<file path="config.mk">
export PLATFORM = sky130hd
export DESIGN_NAME = seed_loader_flat
export DESIGN_NICKNAME = d
export VERILOG_FILES = /design/src/rtl/seed_loader_if.sv /design/src/rtl/seed_loader.sv /design/src/flat_wrapper.sv
export SDC_FILE = /design/constraint.sdc
export NUM_CORES = 1
export LEC_CHECK = 0
export ABC_AREA = 1
export CAP_MARGIN = 20
export CORE_ASPECT_RATIO = 1.2
export CORE_UTILIZATION = 50
export CTS_CLUSTER_DIAMETER = 100
export DETAILED_ROUTE_END_ITERATION = 7
export PLACE_DENSITY = 0.77
export SETUP_SLACK_MARGIN = 0.02
export SLEW_MARGIN = 20
export SYNTH_ARGS = -nofsm -noshare
export SYNTH_HDL_FRONTEND = slang
export SYNTH_SLANG_ARGS = --single-unit
</file>
<file path="constraint.sdc">
create_clock -name clk -period 8.55 [get_ports clk]
set_input_delay 1.2825 -clock clk [delete_from_list [all_inputs] [get_ports clk]]
set_output_delay 1.2825 -clock clk [all_outputs]
set_load 0.01 [all_outputs]
</file>
<file path="src/rtl/seed_loader_if.sv">
// Handshake bundle between the seed loader, the upstream LFSR and the downstream grid.
// The loader uses the slave modport; the LFSR/grid side uses master.
interface seed_loader_if;
    logic        start;
    logic [63:0] lfsr_seed;
    logic        shift_seed;
    logic [7:0]  row_data;
    logic [2:0]  row_idx;
    logic        row_valid;
    logic        row_ready;
    logic        busy;
    logic        done;
    logic        error;

    modport master (
        output start, lfsr_seed, row_ready,
        input  shift_seed, row_data, row_idx, row_valid, busy, done, error
    );

    modport slave (
        input  start, lfsr_seed, row_ready,
        output shift_seed, row_data, row_idx, row_valid, busy, done, error
    );
endinterface

</file>
<file path="src/rtl/seed_loader.sv">
// Warms up the upstream LFSR, captures a non-zero 64-bit seed and streams it out as
// eight 8-bit grid rows (MSB byte first) over a valid/ready handshake.
//   state   | meaning
//   IDLE    | waiting for start
//   ADVANCE | shift_seed high, warm-up down-counter running
//   CAPTURE | latch lfsr_seed; retry on zero, abort after MAX_RETRY zeros
//   SEND    | present rows 0..7, advance on row_ready
//   FINISH  | one-cycle done pulse, error qualifies it
module seed_loader #(
    parameter int WARMUP    = 4,
    parameter int MAX_RETRY = 3
) (
    input  logic         clk,
    input  logic         reset,
    seed_loader_if.slave bus
);
    typedef enum logic [2:0] {IDLE, ADVANCE, CAPTURE, SEND, FINISH} state_t;

    localparam logic [3:0] WARM_LOAD = 4'(WARMUP);
    localparam logic [2:0] RETRY_LIM = 3'(MAX_RETRY);

    state_t      state;
    logic [3:0]  warm_cnt;
    logic [2:0]  retry_cnt;
    logic [63:0] seed_reg;
    logic [2:0]  retry_next;
    logic [2:0]  idx_next;

    assign retry_next = retry_cnt + 3'd1;
    assign idx_next   = bus.row_idx + 3'd1;

    function automatic logic [7:0] pick_row(input logic [63:0] s, input logic [2:0] i);
        logic [63:0] sh;
        sh = s << {i, 3'b000};
        return sh[63:56];
    endfunction

    always_ff @(posedge clk or posedge reset) begin
        if (reset) begin
            state          <= IDLE;
            warm_cnt       <= 4'd0;
            retry_cnt      <= 3'd0;
            seed_reg       <= 64'd0;
            bus.shift_seed <= 1'b0;
            bus.row_data   <= 8'd0;
            bus.row_idx    <= 3'd0;
            bus.row_valid  <= 1'b0;
            bus.busy       <= 1'b0;
            bus.done       <= 1'b0;
            bus.error      <= 1'b0;
        end else begin
            case (state)
                IDLE: begin
                    if (bus.start) begin
                        state          <= ADVANCE;
                        warm_cnt       <= WARM_LOAD;
                        retry_cnt      <= 3'd0;
                        bus.shift_seed <= 1'b1;
                        bus.busy       <= 1'b1;
                        bus.error      <= 1'b0;
                    end
                end
                ADVANCE: begin
                    warm_cnt <= warm_cnt - 4'd1;
                    if (warm_cnt == 4'd1) begin
                        state          <= CAPTURE;
                        bus.shift_seed <= 1'b0;
                    end
                end
                CAPTURE: begin
                    seed_reg <= bus.lfsr_seed;
                    if (bus.lfsr_seed == 64'd0) begin
                        retry_cnt <= retry_next;
                        if (retry_next == RETRY_LIM) begin
                            state     <= FINISH;
                            bus.done  <= 1'b1;
                            bus.error <= 1'b1;
                        end else begin
                            state          <= ADVANCE;
                            warm_cnt       <= WARM_LOAD;
                            bus.shift_seed <= 1'b1;
                        end
                    end else begin
                        state         <= SEND;
                        bus.row_valid <= 1'b1;
                        bus.row_idx   <= 3'd0;
                        bus.row_data  <= bus.lfsr_seed[63:56];
                    end
                end
                SEND: begin
                    if (bus.row_ready) begin
                        // Last row holds its index so row_idx never shows 0 with valid high.
                        if (bus.row_idx == 3'd7) begin
                            state         <= FINISH;
                            bus.row_valid <= 1'b0;
                            bus.done      <= 1'b1;
                        end else begin
                            bus.row_idx  <= idx_next;
                            bus.row_data <= pick_row(seed_reg, idx_next);
                        end
                    end
                end
                FINISH: begin
                    state    <= IDLE;
                    bus.done <= 1'b0;
                    bus.busy <= 1'b0;
                end
                default: state <= IDLE;
            endcase
        end
    end
endmodule

</file>
<file path="src/flat_wrapper.sv">
// flat-port wrapper written by rule: the top's interface ports become plain ports
module seed_loader_flat 
#(
    parameter int WARMUP    = 4,
    parameter int MAX_RETRY = 3
)
  (clk, reset, bus_start, bus_lfsr_seed, bus_row_ready, bus_shift_seed, bus_row_data, bus_row_idx, bus_row_valid, bus_busy, bus_done, bus_error);
  seed_loader_if bus_i ();
  input  logic clk;
  input  logic reset;
  input wire logic [$bits(bus_i.start)-1:0] bus_start;
  input wire logic [$bits(bus_i.lfsr_seed)-1:0] bus_lfsr_seed;
  input wire logic [$bits(bus_i.row_ready)-1:0] bus_row_ready;
  output wire logic [$bits(bus_i.shift_seed)-1:0] bus_shift_seed;
  output wire logic [$bits(bus_i.row_data)-1:0] bus_row_data;
  output wire logic [$bits(bus_i.row_idx)-1:0] bus_row_idx;
  output wire logic [$bits(bus_i.row_valid)-1:0] bus_row_valid;
  output wire logic [$bits(bus_i.busy)-1:0] bus_busy;
  output wire logic [$bits(bus_i.done)-1:0] bus_done;
  output wire logic [$bits(bus_i.error)-1:0] bus_error;
  assign bus_i.start = bus_start;
  assign bus_i.lfsr_seed = bus_lfsr_seed;
  assign bus_i.row_ready = bus_row_ready;
  assign bus_shift_seed = bus_i.shift_seed;
  assign bus_row_data = bus_i.row_data;
  assign bus_row_idx = bus_i.row_idx;
  assign bus_row_valid = bus_i.row_valid;
  assign bus_busy = bus_i.busy;
  assign bus_done = bus_i.done;
  assign bus_error = bus_i.error;
  seed_loader #(.WARMUP(WARMUP), .MAX_RETRY(MAX_RETRY)) u_core (.clk(clk), .reset(reset), .bus(bus_i));
endmodule
</file>
==> flow_metrics.env, run 1 <==
export IMPL_vias=4218
export IMPL_synth_top_area_cell="dfrtp_1"
export IMPL_worst_slew_pin_slew_ns=0.9255
export IMPL_synth_nets=686
export IMPL_row_count=37
export IMPL_p_seq_share_pct=39.7
export IMPL_grt_max_degree=85
export IMPL_slowest_stage="clkdlybuf4s50_1"
export IMPL_antenna_found_initial=0
export IMPL_ys_seq_area_share_pct=49.03
export IMPL_rrSetupSlack_ns=5.93
export IMPL_post_cts_buffers=0
export IMPL_start_util_pct=52.50
export IMPL_slew_viol_final=0
export IMPL_layoutNonFillerInstCount=805
export IMPL_drv_cap=0
export IMPL_synth_top_area_share_pct=49.03
export IMPL_drive_gt1_share_pct=4.797
export IMPL_syn_avg_cell_area_um2=7.505
export IMPL_path_delay_family="buffers and inverters"
export IMPL_finalHoldViolations=0
export IMPL_cts_root_buf="clkbuf_8"
export IMPL_fillers=776
export IMPL_ys_seq_elements=90
export IMPL_grt_pass1_vias=4075
export IMPL_grt_usage_pct=26.32
export IMPL_status="completed"
export IMPL_drcViolationCount=0
export IMPL_whs_ns=0.4731
export IMPL_swShare_pct=40.76
export IMPL_drt_iter0_drc=289
export IMPL_yosys_warnings=0
export IMPL_dp_cells=790
export IMPL_crit_type="reg -> out"
export IMPL_grt_setup_unrepaired="no"
export IMPL_diodes=0
export IMPL_crit_chain="buf_4 -> clkdlybuf4s50_1"
export IMPL_netlist_instances=612
export IMPL_wirelength_um=11400
export IMPL_grt_first_pass_wirelength_um=19010
export IMPL_grt_ovfl_total=0
export IMPL_clkPwrFrac_pct=17.6
export IMPL_core_area_um2=8750
export IMPL_min_path_type="reg -> reg"
export IMPL_setup_viol=0
export IMPL_wl_per_cell_um=14.16
export IMPL_ant_nets=0
export IMPL_cts_resized=0
export IMPL_p_comb_share_pct=42.7
export IMPL_htreeDepth=3
export IMPL_cts_num_sinks=90
export IMPL_final_cell_mix="nand2_1 (267), dfrtp_1 (90), clkdlybuf4s50_1 (83)"
export IMPL_clockBufferDepth=2
export IMPL_maxSlewHeadroom_pct=38.30
export IMPL_fp_dieH_um=107.0
export IMPL_cts_tree="built"
export IMPL_die_width_um=89.50
export IMPL_final_common_cell="nand2_1"
export IMPL_hold_depth=2
export IMPL_path_depth=2
export IMPL_cts_hold_fix_buffers=0
export IMPL_path_max_fanout=44
export IMPL_port_buffers=83
export IMPL_synth_area_um2=4593
export IMPL_p_leak_nw=2.742
export IMPL_path_clk_slew_ns=0.08
export IMPL_gp_congestion=0.8687
export IMPL_synth_cell_types=28
export IMPL_worst_setup_path_end_kind="primary output"
export IMPL_reg2regPathDepth=8
export IMPL_clock_skew_final_ns=0.01194
export IMPL_boundaryPins=84
export IMPL_ir_drop_mv=0.1282
export IMPL_period_minus_slack_ns=3.015
export IMPL_max_freq_mhz=331.7
export IMPL_clk_latency_ns=0.37
export IMPL_dp_hpwl_um=8213
export IMPL_fp_dieArea_um2=9576
export IMPL_p_switching_mw=0.7444
export IMPL_power_density_nw_per_um2=322.1
export IMPL_vias_per_cell=5.240
export IMPL_period_share_pct=35.26
export IMPL_area_delta_synth_final_pct=23.43
export IMPL_crit_buf_inv=2
export IMPL_nets=758
export IMPL_largest_reg_flops=64
export IMPL_p_int_mw=1.082
export IMPL_arrival_ns=1.73
export IMPL_start_kind="flip-flop"
export IMPL_drt_pre_antenna_iters=5
export IMPL_cp_required_ns=7.27
export IMPL_max_stage_delay_ns=0.63
export IMPL_cts_inserted_buffers=9
export IMPL_setup_tns_ns=0
export IMPL_yosys_top_cells_area="dfrtp_1 (49%), nand2_1 (22%), o21ai_0 (6.6%), nor2_1 (5.4%), nand3_1 (2.6%)"
## worst register-to-register path, delay by kind of cell (launching register included)
kind	cells	cell delay (ns)
adders and majority gates	1	0.97
AOI/OAI and AO/OA	2	0.54
buffers and inverters	1	0.27
DFF	1	0.37
and+or+nand+nor	4	0.42
## synthesized netlist by cell type
master	number
nor2_1	66
or2_4	1
inv_4	1
a21oi_1	8
o21ai_0	61
nand2_2	2
a31oi_1	2
o211ai_1	4
xor2_1	1
buf_6	3
buf_4	2
nor2_8	3
nand4_1	1
nor2_4	1
o22ai_1	7
buf_2	15
dfrtp_1	90
o21ai_1	2
inv_2	2
ha_1	6
and2_1	1
clkbuf_1	5
xnor2_1	2
inv_1	30
nand3_2	2
nand3_1	24
nand2_4	3
nand2_1	267
## cell families after synthesis
group	Yosys count	synth area share, %
flops	90	49.03
buf+inv	58	5.857
compound gates	84	9.616
xor+xnor	3	0.5722
fa+ha+maj	6	1.634
simple gates	371	33.29
## routing by layer
metal,vias up,global-route usage (%),share of wire [%]
met3,26,4.003,6.0
met5,-,0,0
met2,152,43.78,50
met4,0,9.864,2.7
met1,1966,34.39,42
li1,2074,-,-
## stage by stage
stage / area, um2 / utilization, % / setup slack, ns / total power [mW]
3_5_place_dp: 5451 / 62.31 / 5.433 / 1.511
2_1_floorplan: 4593 / - / 4.932 / 1.272
5_1_grt: 5669 / 64.79 / 5.502 / 1.974
4_1_cts: 5669 / 64.79 / 5.562 / 1.829
3_3_place_gp: 5451 / 62.31 / 5.497 / 1.478
6_report: 5669 / 64.79 / 5.535 / 1.826
## worst paths after layout
path                                                        start                            endpoint
worst min register to register     u_core.seed_reg[1]$_DFFE_PP0P_      u_core.seed_reg[1]$_DFFE_PP0P_
min in group asynchronous                                   reset     u_core.seed_reg[34]$_DFFE_PP0P_
worst max-delay path            u_core.bus.row_idx[0]$_DFFE_PP0P_                      bus_row_idx[0]
worst max register to register  u_core.bus.row_idx[0]$_DFFE_PP0P_  u_core.bus.row_data[3]$_DFFE_PP0P_
max in group asynchronous                                   reset     u_core.seed_reg[46]$_DFFE_PP0P_
worst min-delay path               u_core.seed_reg[1]$_DFFE_PP0P_      u_core.seed_reg[1]$_DFFE_PP0P_
## power by group through the flow
stage / logic, mW / clock network [mW] / registers, mW
after floorplan: 0.554 / 0 / 0.717
after global placement: 0.754 / 0 / 0.724
after detailed placement: 0.780 / 0 / 0.730
after CTS: 0.782 / 0.322 / 0.725
after global routing: 0.888 / 0.340 / 0.746
final: 0.780 / 0.322 / 0.725
## layout make-up
class	count	area, um2	area share (%)
timing repair buffer	86	853.3	15.05
multi-input combinational	464	2072	36.55
sequential	90	2252	39.73
tap	117	146.4	2.582
clock buffer	11	141.4	2.494
clock inverter	4	76.32	1.346
inverter	33	127.6	2.251
(Power assumes the default switching activity.)
==> run 2, diff against run 1 <==
Settings changed: CORE_UTILIZATION 50 to 48.
Clock period 8.55 ns to 2.6 ns, I/O delays scaled along.
==> flow_metrics.env, run 2 (synthesized netlist as in run 1, its figures left out) <==
export IMPL_status="completed"
export IMPL_fp_dieArea_um2=9966
export IMPL_slowest_stage="clkdlybuf4s50_1"
export IMPL_wl_per_cell_um=14.06
export IMPL_hold_depth=2
export IMPL_path_delay_family="buffers and inverters"
export IMPL_period_minus_slack_ns=2.126
export IMPL_clock_skew_final_ns=0.01005
export IMPL_post_cts_buffers=0
export IMPL_min_from="u_core.bus.row_data[5]$_DFFE_PP0P_"
export IMPL_start_kind="flip-flop"
export IMPL_rrSetupSlack_ns=0.54
export IMPL_cp_required_ns=2.21
export IMPL_path_max_fanout=42
export IMPL_whs_endpoint="u_core.bus.row_data[5]$_DFFE_PP0P_"
export IMPL_crit_buf_inv=2
export IMPL_cts_num_sinks=90
export IMPL_grt_usage_pct=25.02
export IMPL_postLayoutCoreUtil_pct=62.03
export IMPL_path_clk_slew_ns=0.08
export IMPL_worst_slew_pin_slew_ns=0.8816
export IMPL_p_leak_nw=2.746
export IMPL_cts_root_buf="clkbuf_8"
export IMPL_grt_setup_unrepaired="no"
export IMPL_final_cell_mix="nand2_1 (267), dfrtp_1 (90), clkdlybuf4s50_1 (83)"
export IMPL_htreeDepth=3
export IMPL_row_count=38
export IMPL_worst_setup_path_end_kind="primary output"
export IMPL_drt_iter0_drc=359
export IMPL_drv_cap=0
export IMPL_crit_type="reg -> out"
export IMPL_timing_rr_start="u_core.bus.row_idx[1]$_DFFE_PP0P_"
export IMPL_grt_ovfl_total=0
export IMPL_power_density_nw_per_um2=1034
export IMPL_port_buffers=83
export IMPL_clockBufferDepth=2
export IMPL_ir_drop_mv=0.3796
export IMPL_min_path_type="reg -> reg"
export IMPL_die_width_um=91.30
export IMPL_antenna_found_initial=0
export IMPL_cts_inserted_buffers=9
export IMPL_maxSlewHeadroom_pct=41.14
export IMPL_reg2regPathDepth=8
export IMPL_core_area_um2=9176
export IMPL_grt_max_degree=61
export IMPL_boundaryPins=84
export IMPL_clk_latency_ns=0.36
export IMPL_period_share_pct=81.75
export IMPL_vias_per_cell=5.156
export IMPL_grt_pass1_vias=4083
export IMPL_max_freq_mhz=470.5
export IMPL_nets=761
export IMPL_drt_pre_antenna_iters=5
export IMPL_cts_resized=0
export IMPL_gp_congestion=0.9094
export IMPL_dpl_cell_area_um2=5505
export IMPL_setup_viol=0
export IMPL_final_common_cell="nand2_1"
export IMPL_diodes=0
export IMPL_worstReg2RegEnd="u_core.bus.row_data[3]$_DFFE_PP0P_"
export IMPL_ant_nets=0
export IMPL_wirelength_um=11420
export IMPL_cts_tree="built"
export IMPL_fin_area_um2=5692
export IMPL_area_delta_synth_final_pct=23.92
export IMPL_slew_viol_final=0
export IMPL_largest_reg_flops=64
export IMPL_fp_dieH_um=109.2
export IMPL_grt_first_pass_wirelength_um=19250
export IMPL_arrival_ns=1.74
export IMPL_finalHoldViolations=0
export IMPL_vias=4187
export IMPL_crit_chain="buf_4 -> clkdlybuf4s50_1"
export IMPL_cts_hold_fix_buffers=0
export IMPL_drcViolationCount=0
export IMPL_dp_hpwl_um=8372
export IMPL_setup_tns_ns=0
export IMPL_start_util_pct=50.05
export IMPL_drive_gt1_share_pct=5.202
export IMPL_power_mw=5.887
export IMPL_max_stage_delay_ns=0.62
## run 2: changes by cell type in the layout (fill, tap and decap cells not counted), sizes merged
cell	before	now
buf	3	6
bufinv	2	1
clkinvlp	1	3
## run 2: tightest hold or removal path: stages (launching register included)
cell     delay (ns)
dfrtp_1        0.35
nand2_1        0.05
nand2_1        0.04
## run 2: worst max-delay path by stage
stage,startpoint,to,depth (start not counted)
4_1_cts,u_core.bus.row_idx[0]$_DFFE_PP0P_,bus_row_idx[0],2
3_5_place_dp,bus_lfsr_seed[4],u_core.bus.row_data[4]$_DFFE_PP0P_,12
3_3_place_gp,bus_lfsr_seed[26],u_core.bus.row_idx[0]$_DFFE_PP0P_,12
6_report,u_core.bus.row_idx[0]$_DFFE_PP0P_,bus_row_idx[0],2
5_1_grt,u_core.bus.row_idx[0]$_DFFE_PP0P_,bus_row_idx[0],2
2_1_floorplan,u_core.bus.row_idx[0]$_DFFE_PP0P_,u_core.bus.row_data[0]$_DFFE_PP0P_,8
## run 2: cell type report
cell class                      instances  area (um2)
Tap cell                              120       150.1
Sequential cell                        90        2252
Multi-Input combinational cell        464        2072
Fill cell                             798        3485
Timing Repair Buffer                   89       900.9
Clock inverter                          5       55.05
Inverter                               33       130.1
Clock buffer                           11       131.4
## run 2: power by group
group	internal, mW	leakage, nW	switching (mW)
Clock	0.442	0.0893	0.483
Combinational	0.963	1.54	1.62
Sequential	2.04	1.11	0.340
## run 2: metal layers
layer  global-route usage [%]  vias to the layer above  routed length [um]  part of all wire [%]
met2                    41.18                      136                5448                    48
met5                        0                        -                   0                     0
li1                         -                     2075                   -                     -
met4                    11.56                        0                 390                   3.4
met1                    31.84                     1944                4909                    43
met3                    5.300                       32                 667                   5.8
## run 2: through the flow
step                      std cells  hold WS (ns)  setup slack (ns)
after floorplan                 612        0.4366            0.9333
after global placement          796        0.4499            0.4966
after detailed placement        796        0.4543            0.3873
after CTS                       812        0.4746            0.4667
after global routing            812        0.4931            0.3940
final                           812        0.4721            0.4744
==> run 3, diff against run 2 <==
Settings changed: CORE_UTILIZATION 48 to 50.
Clock period 2.6 ns to 2.22 ns, I/O delays scaled along.
==> flow_metrics.env, run 3 (synthesized netlist as in run 1, its figures left out) <==
export IMPL_diodes=0
export IMPL_max_stage_delay_ns=0.62
export IMPL_cts_tree="built"
export IMPL_port_buffers=83
export IMPL_postLayoutCoreUtil_pct=65.15
export IMPL_crit_buf_inv=2
export IMPL_ir_drop_mv=0.6453
export IMPL_period_minus_slack_ns=2.067
export IMPL_crit_chain="buf_4 -> clkdlybuf4s50_1"
export IMPL_drt_pre_antenna_iters=5
export IMPL_power_density_nw_per_um2=1216
export IMPL_setup_tns_ns=0
export IMPL_arrival_ns=1.73
export IMPL_die_width_um=89.50
export IMPL_boundaryPins=84
export IMPL_worst_slew_pin_slew_ns=0.8817
export IMPL_drcViolationCount=0
export IMPL_drt_iter0_drc=226
export IMPL_period_share_pct=93.09
export IMPL_clock_skew_final_ns=0.009870
export IMPL_largest_reg_flops=64
export IMPL_worst_setup_path_end_kind="primary output"
export IMPL_setup_viol=0
export IMPL_fp_dieArea_um2=9576
export IMPL_rrSetupSlack_ns=0.34
export IMPL_final_cell_mix="nand2_1 (267), dfrtp_1 (90), clkdlybuf4s50_1 (83)"
export IMPL_cts_resized=0
export IMPL_vias_per_cell=5.117
export IMPL_grt_setup_unrepaired="no"
export IMPL_slew_viol_final=0
export IMPL_path_delay_family="buffers and inverters"
export IMPL_drive_gt1_share_pct=5.476
export IMPL_clk_latency_ns=0.36
export IMPL_max_freq_mhz=483.9
export IMPL_path_clk_slew_ns=0.08
export IMPL_clockBufferDepth=2
export IMPL_fp_dieH_um=107.0
export IMPL_path_max_fanout=43
export IMPL_antenna_found_initial=0
export IMPL_gp_congestion=0.8702
export IMPL_grt_usage_pct=26.00
export IMPL_dp_slack_ns=0.02565
export IMPL_min_path_type="in -> async"
export IMPL_vias=4150
export IMPL_area_delta_synth_final_pct=24.11
export IMPL_grt_ovfl_total=0
export IMPL_grt_pass1_vias=4065
export IMPL_status="completed"
export IMPL_maxSlewHeadroom_pct=41.14
export IMPL_post_cts_buffers=0
export IMPL_wirelength_um=11280
export IMPL_wl_per_cell_um=13.91
export IMPL_drv_cap=0
export IMPL_final_common_cell="nand2_1"
export IMPL_ant_nets=0
export IMPL_row_count=37
export IMPL_cts_hold_fix_buffers=0
export IMPL_start_util_pct=52.50
export IMPL_grt_first_pass_wirelength_um=18790
export IMPL_htreeDepth=3
export IMPL_cts_num_sinks=90
export IMPL_nets=763
export IMPL_cp_required_ns=1.89
export IMPL_grt_max_degree=91
export IMPL_dp_hpwl_um=8067
export IMPL_cts_root_buf="clkbuf_8"
export IMPL_power_mw=6.933
export IMPL_finalHoldViolations=0
export IMPL_cts_inserted_buffers=9
export IMPL_layout_setup_ws_ns=0.1534
export IMPL_core_area_um2=8750
export IMPL_p_leak_nw=2.758
export IMPL_start_kind="flip-flop"
export IMPL_slowest_stage="clkdlybuf4s50_1"
export IMPL_crit_type="reg -> out"
==> run 3: through the flow <==
stage                     cell area (um2)  cells  hold WS, ns
after global placement               5504    795       0.4504
after floorplan                      4597    612       0.4366
final                                5700    811       0.4470
after CTS                            5700    811       0.4670
after global routing                 5700    811       0.4865
after detailed placement             5504    795       0.4532
==> run 3: worst reg2reg max path: stages (launching register included) <==
cell and delay, ns:
dfrtp_1 0.42, ha_1 0.29, buf_4 0.27, o21ai_0 0.13, o21ai_0 0.29, nand2_1 0.09, nand3_1 0.12, nand3_1 0.12
nand2_1 0.09
==> run 3: path summary, 6_finish.rpt <==
| check | start | endpoint | depth (start not counted) |
|---|---|---|---|
| setup / recovery | u_core.bus.row_idx[0]$_DFFE_PP0P_ | bus_row_idx[0] | 2 |
| max in group asynchronous | reset | u_core.retry_cnt[0]$_DFFE_PP0P_ | 3 |
| min in group clk | u_core.seed_reg[16]$_DFFE_PP0P_ | u_core.seed_reg[16]$_DFFE_PP0P_ | 2 |
| hold / removal | reset | u_core.bus.row_data[6]$_DFFE_PP0P_ | 3 |
| hold reg to reg | u_core.seed_reg[16]$_DFFE_PP0P_ | u_core.seed_reg[16]$_DFFE_PP0P_ | 2 |
| setup reg to reg | u_core.bus.row_idx[1]$_DFFE_PP0P_ | u_core.bus.row_data[3]$_DFFE_PP0P_ | 8 |
==> run 3: cell type report <==
type	count	area [um2]
timing repair buffer	91	903.4
multi-input combinational	464	2072
clock inverter	4	51.30
inverter	33	130.1
fill	741	3049
tap	117	146.4
clock buffer	12	145.1
sequential	90	2252
==> run 3: report_power, final <==
part	switching, mW	internal, mW	total, mW	leakage [nW]
Clock	0.570	0.553	1.12	0.0966
Sequential	0.396	2.39	2.79	1.11
Combinational	1.88	1.14	3.02	1.55
Total	2.85	4.08	6.93	2.76
==> run 3: layer usage <==
| layer | part of all wire (%) | track usage, % |
|---|---|---|
| met5 | 0 | 0 |
| met2 | 48 | 42.31 |
| met3 | 4.9 | 4.773 |
| met4 | 1.9 | 9.410 |
| met1 | 45 | 34.43 |
